## config.mk

```make
export PLATFORM = sky130hd
export DESIGN_NAME = pipelined_adder_nbit_flat
export DESIGN_NICKNAME = d
export VERILOG_FILES = /design/src/rtl/pipelined_adder_nbit_if.sv /design/src/rtl/pipelined_adder_nbit.sv /design/src/flat_wrapper.sv
export SDC_FILE = /design/constraint.sdc
export NUM_CORES = 1
export LEC_CHECK = 0
export CORE_MARGIN = 2
export CORE_UTILIZATION = 57
export CTS_CLUSTER_DIAMETER = 40
export DETAILED_ROUTE_END_ITERATION = 7
export DONT_BUFFER_PORTS = 1
export PLACE_DENSITY = 0.78
export SYNTH_ARGS = -nofsm -noshare
export SYNTH_HDL_FRONTEND = slang
export SYNTH_SLANG_ARGS = --single-unit
```

## constraint.sdc

```tcl
create_clock -name clk -period 1.8 [get_ports clk]
set_clock_uncertainty 0.2 [all_clocks]
set_input_delay 0.18 -clock clk [delete_from_list [all_inputs] [get_ports clk]]
set_output_delay 0.18 -clock clk [all_outputs]
set_load 0.05 [all_outputs]
```

## src/rtl/pipelined_adder_nbit_if.sv

```systemverilog
// Valid/ready operand and result bus for the pipelined adder/subtractor.
// Producer/consumer side uses master, the adder uses slave.
interface pipelined_adder_nbit_if #(
    parameter int WIDTH = 16
);
    logic             in_valid;
    logic             in_ready;
    logic [WIDTH-1:0] a;
    logic [WIDTH-1:0] b;
    logic             cin;
    logic             mode;
    logic             out_valid;
    logic             out_ready;
    logic [WIDTH-1:0] s;
    logic             cout;
    logic             ovf;
    logic             zero;

    modport master (
        output in_valid, a, b, cin, mode, out_ready,
        input  in_ready, out_valid, s, cout, ovf, zero
    );

    modport slave (
        input  in_valid, a, b, cin, mode, out_ready,
        output in_ready, out_valid, s, cout, ovf, zero
    );
endinterface

```

## src/rtl/pipelined_adder_nbit.sv

```systemverilog
// Pipelined N-bit adder/subtractor: carry chain cut into STAGES slices,
// one register boundary per slice, whole-pipe stall on backpressure.
module pipelined_adder_nbit #(
    parameter int WIDTH  = 16,
    parameter int STAGES = 4
) (
    input logic                   clk,
    input logic                   rst_n,
    pipelined_adder_nbit_if.slave bus
);
    localparam int SW = WIDTH / STAGES;

    logic [STAGES-1:0]            valid_q, valid_d;
    logic [STAGES-1:0][WIDTH-1:0] res_q, res_d;
    logic [STAGES-1:0][WIDTH-1:0] opa_q, opa_d;
    logic [STAGES-1:0][WIDTH-1:0] opb_q, opb_d;
    logic [STAGES-1:0]            carry_q, carry_d;
    logic [STAGES-1:0]            amsb_q, amsb_d;
    logic [STAGES-1:0]            bmsb_q, bmsb_d;

    logic                         advance;
    logic [WIDTH-1:0]             b_eff;
    logic                         c_in;
    logic [STAGES-1:0][SW:0]      slice_sum;

    always_comb begin
        advance   = !valid_q[STAGES-1] || bus.out_ready;
        b_eff     = bus.mode ? ~bus.b : bus.b;
        c_in      = bus.mode | bus.cin;
        slice_sum = '0;
        valid_d   = '0;
        res_d     = '0;
        opa_d     = '0;
        opb_d     = '0;
        carry_d   = '0;
        amsb_d    = '0;
        bmsb_d    = '0;

        slice_sum[0] = {1'b0, bus.a[SW-1:0]}
                     + {1'b0, b_eff[SW-1:0]}
                     + {{SW{1'b0}}, c_in};
        valid_d[0] = bus.in_valid;
        // Bubbles carry all-zero data so idle outputs read zero.
        if (bus.in_valid) begin
            res_d[0][SW-1:0] = slice_sum[0][SW-1:0];
            opa_d[0]         = bus.a;
            opb_d[0]         = b_eff;
            carry_d[0]       = slice_sum[0][SW];
            amsb_d[0]        = bus.a[WIDTH-1];
            bmsb_d[0]        = b_eff[WIDTH-1];
        end

        for (int k = 1; k < STAGES; k++) begin
            slice_sum[k] = {1'b0, opa_q[k-1][k*SW +: SW]}
                         + {1'b0, opb_q[k-1][k*SW +: SW]}
                         + {{SW{1'b0}}, carry_q[k-1]};
            valid_d[k]             = valid_q[k-1];
            res_d[k]               = res_q[k-1];
            res_d[k][k*SW +: SW]   = slice_sum[k][SW-1:0];
            opa_d[k]               = opa_q[k-1];
            opb_d[k]               = opb_q[k-1];
            carry_d[k]             = slice_sum[k][SW];
            amsb_d[k]              = amsb_q[k-1];
            bmsb_d[k]              = bmsb_q[k-1];
        end
    end

    always_ff @(posedge clk or negedge rst_n) begin
        if (!rst_n) begin
            valid_q <= '0;
            res_q   <= '0;
            opa_q   <= '0;
            opb_q   <= '0;
            carry_q <= '0;
            amsb_q  <= '0;
            bmsb_q  <= '0;
        end else if (advance) begin
            valid_q <= valid_d;
            res_q   <= res_d;
            opa_q   <= opa_d;
            opb_q   <= opb_d;
            carry_q <= carry_d;
            amsb_q  <= amsb_d;
            bmsb_q  <= bmsb_d;
        end
    end

    assign bus.in_ready  = advance;
    assign bus.out_valid = valid_q[STAGES-1];
    assign bus.s         = res_q[STAGES-1];
    assign bus.cout      = carry_q[STAGES-1];
    assign bus.ovf       = valid_q[STAGES-1]
                         & (amsb_q[STAGES-1] == bmsb_q[STAGES-1])
                         & (res_q[STAGES-1][WIDTH-1] != amsb_q[STAGES-1]);
    assign bus.zero      = valid_q[STAGES-1] & ~|res_q[STAGES-1];

    // Operand bits of already-summed slices are never read again.
    logic unused_ok;
    assign unused_ok = ^{opa_q, opb_q};
endmodule

```

## src/flat_wrapper.sv

```systemverilog
// flat-port wrapper written by rule: the top's interface ports become plain ports
module pipelined_adder_nbit_flat 
#(
    parameter int WIDTH  = 16,
    parameter int STAGES = 4
)
  (clk, rst_n, bus_in_valid, bus_a, bus_b, bus_cin, bus_mode, bus_out_ready, bus_in_ready, bus_out_valid, bus_s, bus_cout, bus_ovf, bus_zero);
  pipelined_adder_nbit_if #(.WIDTH(WIDTH)) bus_i ();
  input logic clk;
  input logic rst_n;
  input wire logic [$bits(bus_i.in_valid)-1:0] bus_in_valid;
  input wire logic [$bits(bus_i.a)-1:0] bus_a;
  input wire logic [$bits(bus_i.b)-1:0] bus_b;
  input wire logic [$bits(bus_i.cin)-1:0] bus_cin;
  input wire logic [$bits(bus_i.mode)-1:0] bus_mode;
  input wire logic [$bits(bus_i.out_ready)-1:0] bus_out_ready;
  output wire logic [$bits(bus_i.in_ready)-1:0] bus_in_ready;
  output wire logic [$bits(bus_i.out_valid)-1:0] bus_out_valid;
  output wire logic [$bits(bus_i.s)-1:0] bus_s;
  output wire logic [$bits(bus_i.cout)-1:0] bus_cout;
  output wire logic [$bits(bus_i.ovf)-1:0] bus_ovf;
  output wire logic [$bits(bus_i.zero)-1:0] bus_zero;
  assign bus_i.in_valid = bus_in_valid;
  assign bus_i.a = bus_a;
  assign bus_i.b = bus_b;
  assign bus_i.cin = bus_cin;
  assign bus_i.mode = bus_mode;
  assign bus_i.out_ready = bus_out_ready;
  assign bus_in_ready = bus_i.in_ready;
  assign bus_out_valid = bus_i.out_valid;
  assign bus_s = bus_i.s;
  assign bus_cout = bus_i.cout;
  assign bus_ovf = bus_i.ovf;
  assign bus_zero = bus_i.zero;
  pipelined_adder_nbit #(.WIDTH(WIDTH), .STAGES(STAGES)) u_core (.clk(clk), .rst_n(rst_n), .bus(bus_i));
endmodule
```

* After elaboration in Yosys (flattened, before gate mapping)
Index checks and enable logic that the tools add are counted. W data, S select, Z words.
Cells by class: reduce and logical (&&, ||, !) cells 4, equality and inequality tests 2, add/subtract/negate cells 8, bitwise logic cells 5, muxes and demuxes 7
Operators with widths (number):
- $mux W16 | 3
- $add A4 B4 Y5 | 4
- $add A5 B1 Y5 | 4
- $not A16 Y16 | 1
- $reduce_or A16 Y1 | 1
- $mux W4 | 1
- $and A1 B1 Y1 | 3
- $mux W1 | 3
- $logic_not A1 Y1 | 2
- $eq A1 B1 Y1 | 1
- $logic_or A1 B1 Y1 | 1
- $ne A1 B1 Y1 | 1
- $or A1 B1 Y1 | 1
Word-level totals: word-level logic and storage cells 40, output and inout port bits 21, register bits 152, bits of input ports 38

* Depth between registers and ports, before layout
Gate-level depths: netlist (run 1).
depth after elaboration 5, mapped depth 10, gate-level depth less buffers 8

* Least setup slack after synthesis (run 1)
Ideal clock, no wire load.
path kind reg-to-output, start reg u_core.res_q, in the netlist u_core.bus.s[15], end out bus_zero, buffers on the path 0, cell stages (with the launch flop) 4, data arrival time 2.491 ns, required time 1.420 ns, slack -1.071 ns, cells stage by stage dfrtp_1 > nor4b_1 > nand4_1 > nor4_1
On the way: longest elaborated chain between the ends 3
Ends and longest elaborated chain:
- start, declared | line pipelined_adder_nbit.sv:14 | logic [STAGES-1:0][WIDTH-1:0] res_q, res_d;
- start signal, assigned | line pipelined_adder_nbit.sv:79 | res_q <= res_d;
- $reduce_or A16 Y1 | line pipelined_adder_nbit.sv:95 | assign bus.zero = valid_q[STAGES-1] & ~|res_q[STAGES-1];
- $logic_not A1 Y1 | line pipelined_adder_nbit.sv:95
- $and A1 B1 Y1 | line pipelined_adder_nbit.sv:95
- end, declared | line flat_wrapper.sv:22 | output wire logic [$bits(bus_i.zero)-1:0] bus_zero;
Every way passes these cells.

* Worst setup path in the final report (run 1)
start reg u_core.res_q, in the netlist u_core.bus.s[6], end out bus_zero
Same word-level chain as after synthesis.

==> reports/metrics.cfg, run 1 <==
[global_route]
first_global_vias = 3256
grt_pass1_wl_um = 14500
grt_max_degree = 99
antenna_found_initial = 0
globalRouteOverflowTotal = 0
grt_usage_pct = 21.7

[power_and_ir_drop]
p_leak_uw = 0.00271
ir_drop_v = 0.000589
power-per-cell-area_mw_per_mm2 = 1530

[clock_network]
h-tree-depth = 3
hold_buffers = 42
path_clk_slew_ps = 90
cts_tree = yes
cts-root-buf = clkbuf_8
clock_latency_ps = 370
numClockSinks = 98
clockBufferDepth = 2
cts_buffers = 9

[route]
detail-route-antenna-nets = 0
firstDrtPassIters = 4
wire_per_inst_um = 13.2
drc = 0
vias = 3224
drt_iter0_markers = 235
wl_um = 8440
viasPerCell = 5.05

[sta]
finalHoldViolCount = 98
hold_slack_ps = -707
relSlewSlack_pct = 55.5
fmax_mhz = 487
drv_slew = 0
worstMarginPinSlew_ps = 665
fin_crit_ps = 2050
fin_crit_sh_pct = 114
tns_ps = -294
rsz0062_at_grt = yes
setup_viol = 4
fin_ws_ps = -253

[logic_synthesis]
synth_commonest_cells = nand2_1 (213), dfrtp_1 (98), o21ai_0 (15)
synth_top_family_by_area = simple AND/OR/NAND/NOR gates
syn_nets = 530
synthCells = 472
synthSimpleGateAreaFrac_pct = 22.5
synth_top_area_share_pct = 55.2
synth-adder-area-share_pct = 6.99
syn_avg_cell_area_sq_um = 9.41
synth-seq-cells = 98
synthMuxAreaShare_pct = 0
synth_edf_count = 0
synth_compound_area_share_pct = 5.49
synth_area_leaders = dfrtp_1 (55%), nand2_1 (18%), fa_1 (3.6%)
synth_xor_area_share_pct = 4.54
synthArstFlopShare_pct = 100
yosysTopAreaCell = dfrtp_1
yosysSeqAreaShare_pct = 55.2
synth_top_flop_cell = dfrtp_1
ys_types = 30
syn_area_sq_mm = 0.00444
synth.most_common_cell = nand2_1
ys_warn_count = 0

[finish]
final-instance-count-excl-fill = 638
nets = 589
finish.instance_area_sq_mm = 0.00539
layout-drive-gt1-share_pct = 15.5
diodes = 0
syn_to_final_growth_pct = 21.3

[run]
max-cap-violations = 0

[setup_path]
required_ps = 1420
worst_setup_path_start_kind = register
worst_setup_path_end_kind = output pin
crit_type = register to output pin
worst-path-max-fanout = 2
worst_ep_arrival_time_ps = 1670

[floorplanning]
num_rows = 32
dieArea_sq_mm = 0.00851
start_util_pct = 58.1
die_y_um = 92.3
die_w_um = 92.3
coreArea_sq_mm = 0.00765
pin_count = 59

[placement]
port_buffers = 0
dp.cells = 575
postPlaceCellArea_sq_mm = 0.00467
dp_hpwl_um = 5390
routabilityCongestion = 0.751

[run_status]
outcome = finished with violations
violations = negative hold slack, negative setup slack

[worst_hold_path]
hp-class = input pin to asynchronous set/reset pin

[area by class of cell]
cell class,instances,area [sq um]
tap,102,128
timing repair inverter,1,8.76
inverter,11,53.8
multi-input combinational,338,1840
fill,566,2260
sequential,98,2470
clock inverter,6,48.8
clock buffer,10,138
timing repair buffer,72,703
[kinds of logic after synthesis]
| kind of cell | after synthesis |
|---|---|
| AO/OA/AOI/OAI | 45 |
| XOR/XNOR | 23 |
| flip-flops | 98 |
| adder cells (fa/ha/maj) | 20 |
| buffers and inverters | 36 |
| AND/OR/NAND/NOR | 250 |
[registers in the layout, summed over array words and instances (netlist names)]
signal / cells
u_core.bmsb_q: 4
u_core.bus.s: 16
u_core.opa_d: 22
u_core.res_d: 24
u_core.valid_q: 4
u_core.opb_d: 21
u_core.carry_q: 4
u_core.amsb_q: 3
[layout by cell type, fill, tap and decap left out, drive strengths merged, types with 2 or more instances in the layout]
cell         synthesis  layout
nand2              214     214
dfrtp               98      98
dlygate4sd3          0      42
buf                 24      30
o21ai               23      23
inv                 11      14
a21oi               14      14
nand3               13      13
xnor2               13      13
ha                  12      12
nor2                11      11
xor2                10      10
clkbuf               1      10
fa                   8       8
a21o                 6       6
nor4                 3       3
nor2b                3       3
clkinvlp             0       2
clkinv               0       2
[critical path, stage by stage (launching register included)]
cell	delay [ps]
dfrtp_2	410
nor4_2	280
nand4_1	200
nor4_4	230
buf_12	180
[final timing paths]
| kind | startpoint | to | slack [ps] | depth (start not counted) |
|---|---|---|---|---|
| max | u_core.bus.s[6]$_DFFE_PN0P_ | bus_zero | -250 | 4 |
| min in group clk | bus_b[3] | u_core.carry_q[0]$_DFFE_PN0P_ | 50 | 4 |
| max reg2reg | u_core.carry_q[1]$_DFFE_PN0P_ | u_core.carry_q[2]$_DFFE_PN0P_ | -20 | 5 |
| max in group asynchronous | rst_n | u_core.bus.s[14]$_DFFE_PN0P_ | 1930 | 0 |
| min reg2reg | u_core.res_d[55]$_DFFE_PN0P_ | u_core.res_d[55]$_DFFE_PN0P_ | 270 | 2 |
| min | rst_n | u_core.bus.s[0]$_DFFE_PN0P_ | -710 | 0 |
[routing by layer]
layer / vias up / routed length (um) / share of wire (%) / GRT usage, %
met5: - / 0 / 0 / 0
met2: 64 / 4130 / 49 / 35.6
met4: 0 / 111 / 1.3 / 7.59
li1: 1597 / - / - / -
met3: 11 / 385 / 4.6 / 4.68
met1: 1552 / 3810 / 45 / 29.0
[report_power, final]
part	total, uW	leakage (uW)	internal (uW)	switching [uW]
combinational	3290	0.00138	1250	2040
sequential	3590	0.00124	3030	557
clock	1340	0.0000912	557	787
[repair_timing]
item                       in CTS  in global routing
hold endpoints to repair      146                 98
gates resized for setup        12                 11
pin swaps                       7                  8
setup buffers                   0                  4
setup endpoints to repair       9                 10
gates cloned                    0                  1
[through the flow]
step           utilization (%)  power (uW)  setup WS [ps]  hold slack [ps]
6_report                  70.4        8220           -253             -707
5_1_grt                   70.4        8820           -348             -727
4_1_cts                   69.5        8110           -260             -713
3_5_place_dp              61.1        6610          -73.7             -313
3_3_place_gp              61.1        6480          -23.7             -312
2_1_floorplan                -        5880           -161             -316
No activity file was read; power rests on OpenSTA's default activity.
==> run 2, diff against run 1 <==
Settings changed: TNS_END_PERCENT set to 30.
==> reports/metrics.cfg, run 2 (synthesis gave the netlist of run 1 again) <==
[finish]
final_common_cell = nand2_1
utilization_pct = 69.9
syn_to_final_growth_pct = 20.3
layout-drive-gt1-share_pct = 13.9
largest_reg_flops = 24
finish.instance_area_sq_mm = 0.00534
nets = 584
final_cell_mix = nand2_1 (213), dfrtp_1 (86), dlygate4sd3_1 (40), buf_4 (22), nand3_1 (13)
diodes = 0

[power_and_ir_drop]
p_leak_uw = 0.00270
p_sw_share_pct = 40.2
sequentialPowerShare_pct = 44.0
p_sw_uw = 3300
power-per-cell-area_mw_per_mm2 = 1540
p_comb_share_pct = 38.7
p_int_uw = 4910
clock_power_share_pct = 17.3
ir_drop_v = 0.000659

[setup_path]
crit_type = register to output pin
worst_setup_path_end_kind = output pin
crit_top_cell = nor4_4
worst_r2r_endpoint = u_core.carry_q[2]$_DFFE_PN0P_
crit_family = simple AND/OR/NAND/NOR gates
required_ps = 1420
worst-path-max-fanout = 2
max_stage_delay_ps = 430
rr_worst_depth = 5
worst_setup_path_start_kind = register
cp.depth = 4
crit_buf_inv = 1
crit_path_start = u_core.bus.s[11]$_DFFE_PN0P_
crit_end = bus_zero
worst_path_max_delay_cell = dfrtp_2
path_cells = nor4_4 > nand4_1 > nor4_4 > buf_12
rr_startpoint = u_core.opb_d[40]$_DFFE_PN0P_
worst_ep_arrival_time_ps = 1680
r2r_setup_slack_ps = -100

[sta]
tns_ps = -417
relSlewSlack_pct = 54.6
setup_viol = 4
fin_crit_sh_pct = 114
worstMarginPinSlew_ps = 681
fin_ws_ps = -257
drv_slew = 0
hold_slack_ps = -697
rsz0062_at_grt = yes
finalHoldViolCount = 98
fmax_mhz = 486
fin_crit_ps = 2060

[route]
viasPerCell = 5.02
m1WireLength_um = 3710
highest_layer = met4
detail-route-antenna-nets = 0
vias = 3178
drt_iter0_markers = 239
drc = 0
wire_per_inst_um = 13.4
wl_um = 8460
wl_met3_um = 408
wl_met2_um = 4230
firstDrtPassIters = 4

[clock_network]
clock_latency_ps = 360
post_cts_buffers = 0
cts_tree = yes
path_clk_slew_ps = 90
cts_buffers = 9
hold_buffers = 41
numClockSinks = 98
clockBufferDepth = 2
cts-root-buf = clkbuf_8
h-tree-depth = 3

[floorplanning]
die_w_um = 92.3
dieArea_sq_mm = 0.00851
num_rows = 32
die_y_um = 92.3
coreArea_sq_mm = 0.00765
start_util_pct = 58.1
pin_count = 59

[placement]
postPlaceCellArea_sq_mm = 0.00467
dp_hpwl_um = 5500
port_buffers = 0
routabilityCongestion = 0.783

[run]
max-cap-violations = 0

[global_route]
grt_pass1_wl_um = 14500
globalRouteOverflowTotal = 0
first_global_vias = 3115
antenna_found_initial = 0
grt_usage_pct = 21.6
grt_max_degree = 99

[run_status]
violations = negative hold slack, negative setup slack
outcome = finished with violations

[worst_hold_path]
hp-class = input pin to asynchronous set/reset pin

==> run 2: cell count changes in the layout (fill, tap and decap cells not counted), sizes merged <==
cell          previous run  this run
buf                     30        27
bufinv                   0         1
clkinv                   2         3
clkinvlp                 2         1
dlygate4sd3             42        40
dlymetal6s4s             0         1
inv                     14        12
==> run 2: layout make-up <==
| class | count | area [sq um] |
|---|---|---|
| tap | 102 | 128 |
| sequential | 98 | 2470 |
| timing repair buffer | 68 | 669 |
| multi-input combinational | 338 | 1830 |
| clock buffer | 10 | 138 |
| inverter | 11 | 43.8 |
| clock inverter | 6 | 65.1 |
| fill | 582 | 2300 |
==> run 2: through the flow <==
step	setup WS, ps	cells	hold slack, ps	power (uW)
2_1_floorplan	-161	472	-316	5870
3_3_place_gp	-141	576	-312	6480
3_5_place_dp	-186	576	-314	6620
4_1_cts	-259	633	-705	8200
5_1_grt	-369	633	-720	8810
6_report	-257	633	-697	8210
==> run 2: how the worst min path moves through the flow <==
stage | to | cells past startpoint
floorplan | u_core.amsb_q[1]$_DFFE_PN0P_ | 0
CTS | u_core.res_d[34]$_DFFE_PN0P_ | 0
global placement | u_core.opb_d[20]$_DFFE_PN0P_ | 0
detailed placement | u_core.res_d[19]$_DFFE_PN0P_ | 0
finish | u_core.res_d[19]$_DFFE_PN0P_ | 0
global route | u_core.res_d[19]$_DFFE_PN0P_ | 0
==> run 2: repair_timing <==
action | in CTS | in global routing
resized for setup | 9 | 9
pin swaps | 3 | 11
setup endpoints to repair | 6 | 12
endpoints found under the hold margin | 146 | 98
==> run 2: routing by layer <==
metal / track usage, % / vias to the layer above
met4: 7.21 / 0
met1: 29.6 / 1516
li1: - / 1588
met3: 4.77 / 8
met2: 34.7 / 66
met5: 0 / -
==> run 2: power by group through the flow <==
stage | clock, uW | sequential, uW | combinational [uW]
2_1_floorplan | 0 | 4130 | 1740
4_1_cts | 1450 | 3590 | 3150
6_report | 1420 | 3610 | 3180
5_1_grt | 1540 | 3720 | 3550
3_3_place_gp | 0 | 3570 | 2910
3_5_place_dp | 0 | 3620 | 3000
